===== config.mk =====
export PLATFORM = sky130hd
export DESIGN_NAME = d5m_axis_packer
export DESIGN_NICKNAME = d
export VERILOG_FILES = /design/src/rtl/d5m_axis_packer.sv
export SDC_FILE = /design/constraint.sdc
export NUM_CORES = 1
export LEC_CHECK = 0
export BUFFER_PORTS_ARGS = -buffer_cell sky130_fd_sc_hd__buf_2
export CAP_MARGIN = 20
export CORE_ASPECT_RATIO = 0.9
export CORE_MARGIN = 3
export CORE_UTILIZATION = 63
export CTS_BUF_LIST = sky130_fd_sc_hd__clkbuf_8
export CTS_CLUSTER_SIZE = 20
export DETAILED_ROUTE_END_ITERATION = 8
export PLACE_DENSITY = 0.82
export SLEW_MARGIN = 5
export SYNTH_ARGS = -nofsm -noshare
export SYNTH_HDL_FRONTEND = slang
export SYNTH_SLANG_ARGS = --single-unit

===== constraint.sdc =====
create_clock -name pixclk -period 4.7 [get_ports pixclk]
set_input_delay 0.94 -clock pixclk [delete_from_list [all_inputs] [get_ports pixclk]]
set_output_delay 0.94 -clock pixclk [all_outputs]
set_load 0.03 [all_outputs]

===== src/rtl/d5m_axis_packer.sv =====
// D5M camera to AXI4-Stream packer: frame/line tracking, one-pixel hold stage and
// an output FIFO that drops pixels (never stalls the camera) when full.
module d5m_axis_packer #(
    parameter int DATA_WIDTH = 24,
    parameter int FIFO_DEPTH = 16
) (
    input  logic                  pixclk,
    input  logic                  reset,
    input  logic                  ifval,
    input  logic                  ilval,
    input  logic [DATA_WIDTH-1:0] idata,
    input  logic                  rgb_m_axis_tready,
    output logic                  rgb_m_axis_tvalid,
    output logic [DATA_WIDTH-1:0] rgb_m_axis_tdata,
    output logic                  rgb_m_axis_tuser,
    output logic                  rgb_m_axis_tlast,
    input  logic                  ovf_clr,
    output logic                  overflow,
    output logic [15:0]           drop_count,
    output logic [15:0]           frame_count,
    output logic [11:0]           line_width,
    output logic [11:0]           frame_lines
);

    localparam int          AW         = $clog2(FIFO_DEPTH);
    localparam int          EW         = DATA_WIDTH + 2;
    localparam logic [AW:0] FULL_COUNT = (AW + 1)'(FIFO_DEPTH);

    typedef enum logic [1:0] {SYNC, IDLE, FRAME} state_t;

    state_t                  state;
    logic                    hold_valid;
    logic [DATA_WIDTH-1:0]   hold_data;
    logic                    sof_pending;
    logic [11:0]             px_cnt;
    logic [11:0]             line_cnt;

    logic [EW-1:0]           mem [FIFO_DEPTH];
    logic [AW-1:0]           wr_ptr;
    logic [AW-1:0]           rd_ptr;
    logic [AW:0]             count;

    logic                    capture;
    logic                    push;
    logic                    pop;
    logic                    accept;
    logic                    drop;
    logic [EW-1:0]           wr_entry;
    logic [EW-1:0]           rd_entry;

    // The held pixel is pushed every cycle it exists; it closes the line when
    // no new pixel replaces it.
    always_comb begin
        capture           = (state == FRAME) && ifval && ilval;
        push              = hold_valid;
        rgb_m_axis_tvalid = (count != '0);
        pop               = rgb_m_axis_tvalid && rgb_m_axis_tready;
        accept            = push && ((count != FULL_COUNT) || pop);
        drop              = push && !accept;
        wr_entry          = {sof_pending, !capture, hold_data};
        rd_entry          = mem[rd_ptr];
        rgb_m_axis_tdata  = rgb_m_axis_tvalid ? rd_entry[DATA_WIDTH-1:0] : '0;
        rgb_m_axis_tuser  = rgb_m_axis_tvalid && rd_entry[EW-1];
        rgb_m_axis_tlast  = rgb_m_axis_tvalid && rd_entry[EW-2];
    end

    // NOTE: FIFO storage has no reset; the pointers and count define what is valid.
    always_ff @(posedge pixclk) begin
        if (accept) begin
            mem[wr_ptr] <= wr_entry;
        end
    end

    // NOTE: sequential state uses non-blocking assignments so every register
    // samples the pre-edge values regardless of statement order.
    always_ff @(posedge pixclk) begin
        if (reset) begin
            state       <= SYNC;
            hold_valid  <= 1'b0;
            hold_data   <= '0;
            sof_pending <= 1'b0;
            px_cnt      <= '0;
            line_cnt    <= '0;
            wr_ptr      <= '0;
            rd_ptr      <= '0;
            count       <= '0;
            overflow    <= 1'b0;
            drop_count  <= '0;
            frame_count <= '0;
            line_width  <= '0;
            frame_lines <= '0;
        end else begin
            hold_valid <= capture;
            if (capture) begin
                hold_data <= idata;
                px_cnt    <= !hold_valid ? 12'd1 :
                             (px_cnt == 12'hFFF) ? px_cnt : px_cnt + 12'd1;
            end
            if (capture && !hold_valid && (line_cnt != 12'hFFF)) begin
                line_cnt <= line_cnt + 12'd1;
            end
            if (push && !capture) begin
                line_width <= px_cnt;
            end
            if (accept) begin
                sof_pending <= 1'b0;
                wr_ptr      <= wr_ptr + 1'b1;
            end
            if (pop) begin
                rd_ptr <= rd_ptr + 1'b1;
            end
            case ({accept, pop})
                2'b10:   count <= count + 1'b1;
                2'b01:   count <= count - 1'b1;
                default: count <= count;
            endcase

            // Clearing takes priority over a drop in the same cycle.
            if (ovf_clr) begin
                overflow   <= 1'b0;
                drop_count <= '0;
            end else if (drop) begin
                overflow <= 1'b1;
                if (drop_count != 16'hFFFF) begin
                    drop_count <= drop_count + 16'd1;
                end
            end

            case (state)
                SYNC: begin
                    if (!ifval) state <= IDLE;
                end
                IDLE: begin
                    if (ifval) begin
                        state       <= FRAME;
                        sof_pending <= 1'b1;
                        line_cnt    <= '0;
                    end
                end
                FRAME: begin
                    if (!ifval) begin
                        state       <= IDLE;
                        frame_lines <= line_cnt;
                        frame_count <= frame_count + 16'd1;
                    end
                end
                default: state <= SYNC;
            endcase
        end
    end

endmodule


---- Word level (Yosys, flattened, before mapping) ----
Memories as Yosys holds them, arrays and structs flattened. A register that Yosys moved wholly into a read port is not among the register bits.
Index checks and enable logic that the tools add are counted.
operators by class
  bitwise gates (word level) .............. 1
  multiplexer cells ....................... 17
  add/subtract/negate cells ............... 8
  reductions and logical operators ........ 23
  eq/ne operators ......................... 11
operators with widths
  operator                                             number
  two-way mux 12 bit                                   5
  adder 16 x 1 -> 16 bit, second input constant        2
  adder 12 x 1 -> 12 bit, second input constant        2
  two-way mux 24 bit                                   1
  inequality test 16 bit, second input constant        1
  equality test 12 bit, second input constant          1
  inequality test 12 bit, second input constant        1
  logical AND 1 bit                                    10
  one-hot mux 5 bit (2 select lines)                   1
  adder 4 x 1 -> 4 bit, second input constant          2
  two-way mux 4 bit                                    2
  AND reduction 2 bit                                  4
  inequality test 2 bit, second input constant         3
  adder 5 x 1 -> 5 bit, second input constant          1
  two-way mux 1 bit                                    5
  inequality test 5 bit, second input constant         1
  nonzero test 5 bit                                   1
  subtractor 5 x 1 -> 5 bit, second input constant     1
  equality test 2 x 1 -> 1 bit, second input constant  2
  equality test 2 bit, second input constant           2
  two-way mux 2 bit                                    2
  one-hot mux 2 bit (2 select lines)                   1
  OR reduction 2 bit                                   2
  logical NOT 1 bit                                    3
  4 further kinds                                      4
word-level totals
  flip-flop bits (word level) ............. 122
  input port bits ......................... 30
  memories ................................ 1
  word-level logic and storage cells ...... 75
  output and inout bits ................... 84
  bits in writable memories ............... 416
memory list
  memory  words  width  read ports  clocked after memory_dff  wr ports  line  text
  mem     16     26     1           1                         1         38    logic [EW-1:0] mem [FIFO_DEPTH];

---- Depth between registers and ports, before layout ----
  word-level depth ........................ 8
  depth in mapped cells ................... 11
  gate-level depth less buffers ........... 10

---- Worst setup path after synthesis ----
No wires, ideal clock.
  path kind ............................... in2reg
  from .................................... in rgb_m_axis_tready
  to ...................................... mem mem[3][0] (netlist name) (enable)
  arrival ................................. 3.358 ns
  library setup time ...................... 0.442 ns
  slack ................................... 0.901 ns
  stages .................................. 5
  buffers on the path ..................... 1
  required time ........................... 4.258 ns
  path through ............................ nand2b_1 o21a_1 clkbuf_1 nand2_1 nor3_1
on the way
  cells in the longest elaborated chain, start to end .. 5
ends and longest elaborated chain
  element                                  line  text
  from (decl)                              12    input logic rgb_m_axis_tready,
  logical AND 1 bit                        57    pop = rgb_m_axis_tvalid && rgb_m_axis_tready;
  logical OR 1 bit                         58    accept = push && ((count != FULL_COUNT) || pop);
  logical AND 1 bit                        58
  two-way mux 1 bit                        69    if (accept) begin
  two-way mux 1 bit (not written as such)  70    mem[wr_ptr] <= wr_entry;
  to (decl)                                38
No other way between the ends.

---- Worst setup path after layout ----
  from .................................... reg count[0]
  to ...................................... out rgb_m_axis_tdata[4]
on the way
  cells in the longest elaborated chain, start to end .. 2
ends and longest elaborated chain
  element                 line  text
  from (decl)             41    logic [AW:0] count;
  from (signal assigned)  113   2'b10: count <= count + 1'b1;
  from (signal assigned)  114   2'b01: count <= count - 1'b1;
  from (signal assigned)  115   default: count <= count;
  nonzero test 5 bit      56    rgb_m_axis_tvalid = (count != '0);
  two-way mux 24 bit      62    rgb_m_axis_tdata = rgb_m_axis_tvalid ? rd_entry[DATA_WIDTH-1:0] : '0;
  to (decl)               14    output logic [DATA_WIDTH-1:0] rgb_m_axis_tdata,
No other way between the ends.

==> parameters.txt <==
Parameter                              Value

Timing
  Skew final ... slightly below 0.03 ns
  Worst max-slew margin expressed relative to the limit ... a little under a quarter
  Setup repair after global routing missed its margin ... false
  Final Cycle Share ... a little under 90%
  Maximum frequency from static timing analysis ... between 0.2 and 0.25 GHz
  Total negative slack for setup checks ... 0 ns
  Final slew viol count ... 0
  Min cycle time layout ... approximately 4.1 ns
  Final hold violations ... 0
  Final worst-path setup slack ... 0.575 ns
  Transition time at the pin with the least slew margin ... between 1 and 1.5 ns
  Final setup violation count ... 0

Floorplanning
  Die Outline Area ... approximately 36,000 µm²
  Core area ... ~32,000 µm²
  Initial core utilization ... about 65%
  I/O pins ... about 110
  Number of placement rows ... 62
  Chip height ... 179 µm
  Die span in x ... ~200 µm

Worst setup path
  R2R cell count ... 10
  Data arrival, critical path ... 3.18 ns
  Reg-to-reg critical path startpoint ... count[0]
  Endpoint of the worst-slack reg-to-reg timing path ... count[4]
  Crit Path Max Fanout ... 15
  Crit Path Category ... flop to output port
  CP endpoint kind ... output port
  Type of origin of the critical path ... flop
  Register-to-register setup slack ... between 1.5 and 2 ns
  Required time at the endpoint of the critical path ... approximately 3.8 ns

Logic synthesis
  Number of warnings reported in the yosys synthesis log ... 0
  Number of enable flip-flop cells after synthesis ... roughly 420
  FF+latch count, synth ... between 500 and 600
  Mapped Cells ... approximately 1.3k
  Netlist Area Pre-Place ... roughly 21,000 µm²
  Post-Synthesis Mean Instance Area ... about 17 µm²
  Post-synthesis net count ... roughly 1.3k
  Ys async rst share ... 0%
  Main synth FF type ... edfxtp_1
  Post-synth cell types ... 52
  Portion of the post-synthesis area used by sequential elements ... 71.3%

Layout
  Area growth syn-to-layout ... 13.8%
  Non-filler cells in the finished layout ... roughly 1.9k
  Total area of sequential cells ... 15,000 µm²
  Ratio of cells with drive above 1 in the final layout ... between 20% and 30%
  Count of filler cells inserted in the layout ... a little under 2k
  Nets ... between 1k and 1.5k
  Area of combinational cells with multiple inputs ... 5830 µm²

Clock tree
  Clock sink total ... 542
  Largest buffer count on any clock path ... 3
  H-tree levels ... 3
  Setup Buffers After CTS ... 0
  TritonCTS clock tree ... built
  Hold_buf cts ... 0
  Clock-pin slew reported for the worst setup and hold paths after clock tree synthesis ... ~0.06 ns
  Clock latency reported for the late side of the worst-skew pair ... 0.60 ns
  # resized after CTS ... 0
  Number of buffers created by CTS ... 82
  Buffer cell driving the clock tree root ... clkbuf_8

GRT
  Leftover overflow at the end of global routing ... 0
  First-pass GRT wire length ... around 69,000 µm
  Number of antenna violations at the first check in global routing ... 1
  Number of global-route vias before repair ... roughly 12k
  Overall track demand over capacity in global routing ... 25.6%
  Pin count of the biggest net entering global routing ... 53

Routing
  Number of vias per cell ... about 6.2
  Post-route DRC violation count ... 0
  Pre-Repair DR Iteration Count ... 5
  Routed Antenna Nets ... 0
  Average wire per cell in the routed design ... approximately 23 µm
  Via Count ... between 10k and 15k
  Drt total wl ... about 45,000 µm
  Iter 0 DRT Violations ... between 900 and 1k

Run
  Count of maximum capacitance violations ... 0

Placement
  Final weighted congestion of routability-driven global placement ... around 0.81
  Number of placed instances with taps included ... about 1.8k
  HPWL after DPL ... between 20,000 and 30,000 µm
  Pre-CTS setup slack ... roughly 1.2 ns
  Input/output buffers ... between 100 and 150

Worst hold path
  Hold WC Path Type ... flop to flop
  Endpoint of the worst hold path ... line_width[11]
  Hold path startpoint ... line_width[11]
  Hold Crit Depth ... 2

Power
  Static leakage ... 7.34 nW
  Peak supply drop ... approximately 0.00033 V
  Power, Total ... between 0.01 and 0.015 W
  Power density of the placed cells ... roughly 470 nW/µm²

Outcome
  Result of the run ... finished, final reports clean
==> per-layer routing <==
| layer | share of wire, % | global-route usage [%] |
|---|---|---|
| met5 | 0 | 0 |
| met4 | 3.6 | 10.8 |
| met3 | 7.2 | 5.15 |
| met2 | 50 | 41.8 |
| met1 | 39 | 34.0 |
==> area by class of cell <==
| cell class | instances | share of cell area, % |
|---|---|---|
| timing repair buffer | 140 | 3.46 |
| antenna | 1 | 0.0105 |
| multi-input combinational | 650 | 24.4 |
| clock buffer | 93 | 5.35 |
| tap | 416 | 2.17 |
| inverter | 11 | 0.172 |
| clock inverter | 58 | 1.73 |
| sequential | 542 | 62.7 |
==> where the power goes <==
group | internal [W] | switching (W)
Clock | 0.00216 | 0.00176
Combinational | 0.000862 | 0.00131
Sequential | 0.00514 | 0.000132
==> worst max-delay path by stage <==
stage / start / endpoint / slack, ns
floorplan: rgb_m_axis_tready / mem[3][0] / 0.90
global placement: count[0] / rgb_m_axis_tdata[21] / 1.23
detailed placement: count[0] / rgb_m_axis_tdata[18] / 1.20
CTS: count[0] / rgb_m_axis_tdata[18] / 0.53
global route: count[0] / rgb_m_axis_tdata[11] / 0.50
finish: count[0] / rgb_m_axis_tdata[4] / 0.58
==> placed cells by master, fill, tap and decap left out, drive strengths merged, types with 6 or more instances in the layout <==
cell / Yosys / layout
edfxtp: 416 / 416
buf: 31 / 140
dfxtp: 126 / 126
nand2: 110 / 110
mux4: 104 / 104
clkbuf: 35 / 93
nor2: 92 / 92
mux2i: 68 / 68
a21oi: 48 / 48
inv: 11 / 38
xor2: 29 / 29
o22ai: 27 / 27
clkinv: 0 / 23
nand3: 21 / 21
xnor2: 17 / 17
nand4: 14 / 14
nor3: 13 / 13
ha: 12 / 12
o21ai: 11 / 11
and3: 10 / 10
or4: 9 / 9
nor4: 8 / 8
nand2b: 7 / 7
a31oi: 6 / 6
o211ai: 6 / 6
bufinv: 0 / 6
==> registers in the layout (all words and copies together) (netlist names), named ones only <==
| signal | cells |
|---|---|
| count | 5 |
| drop_count | 16 |
| frame_count | 16 |
| frame_lines | 12 |
| hold_data | 24 |
| hold_valid | 1 |
| line_cnt | 12 |
| line_width | 12 |
| mem | 416 |
| overflow | 1 |
| px_cnt | 12 |
| rd_ptr | 4 |
| sof_pending | 1 |
| state | 2 |
| wr_ptr | 4 |
==> critical path, cell delays in order (launching register included) <==
cell,delay [ns]
dfxtp_1,0.34
or4_4,0.64
nand2b_1,0.22
nand2_1,0.79
buf_4,0.31
o22ai_1,0.08
buf_2,0.20
==> kinds of logic (layout without fill, tap and decap cells) <==
kind of cell,count (synthesis),count (layout),synth area share (%)
other cells,0,1,0
mux,172,172,14.4
flops,542,542,71.3
simple gates,306,306,6.90
fa+ha+maj,13,13,0.808
buf+inv,77,302,1.51
compound gates,113,113,3.18
xor+xnor,46,46,1.91
==> synthesized netlist by cell type (2+ instances only) <==
cell type | number | share of area [%]
dfxtp_1 | 126 | 12
or2_2 | 2 | 0.059
nand4_1 | 14 | 0.42
o21ai_1 | 2 | 0.048
a21oi_1 | 48 | 1.1
inv_1 | 11 | 0.20
a211oi_1 | 4 | 0.14
nor4_1 | 6 | 0.18
and4b_1 | 2 | 0.095
a31oi_1 | 6 | 0.18
xor2_1 | 29 | 1.2
edfxtp_1 | 416 | 59
xnor2_1 | 17 | 0.71
nand2b_1 | 7 | 0.21
o2111ai_1 | 2 | 0.083
o21ai_0 | 8 | 0.19
nor4_4 | 2 | 0.20
or4_1 | 8 | 0.29
clkbuf_1 | 35 | 0.62
nor3b_1 | 3 | 0.11
o211ai_1 | 6 | 0.21
mux2i_1 | 68 | 3.2
nor3_1 | 13 | 0.31
ha_1 | 12 | 0.71
nor2_1 | 92 | 1.6
and3_1 | 10 | 0.30
nand3b_1 | 2 | 0.071
o21a_1 | 4 | 0.14
nand3_1 | 21 | 0.50
buf_2 | 17 | 0.40
and2_1 | 2 | 0.059
mux4_2 | 104 | 11
buf_1 | 13 | 0.23
nand2_1 | 109 | 1.9
or3_1 | 4 | 0.12
o22ai_1 | 27 | 0.80
nand4b_1 | 2 | 0.083
==> stage by stage <==
stage / utilization (%) / cell area (µm²) / hold slack [ns]
finish: 73.8 / 23900 / 0.457
CTS: 73.8 / 23900 / 0.456
detailed placement: 68.5 / 22200 / 0.446
global route: 73.8 / 23900 / 0.478
floorplan: - / 21000 / 0.453
global placement: 68.5 / 22200 / 0.441
No activity file was read; power rests on OpenSTA's default activity.
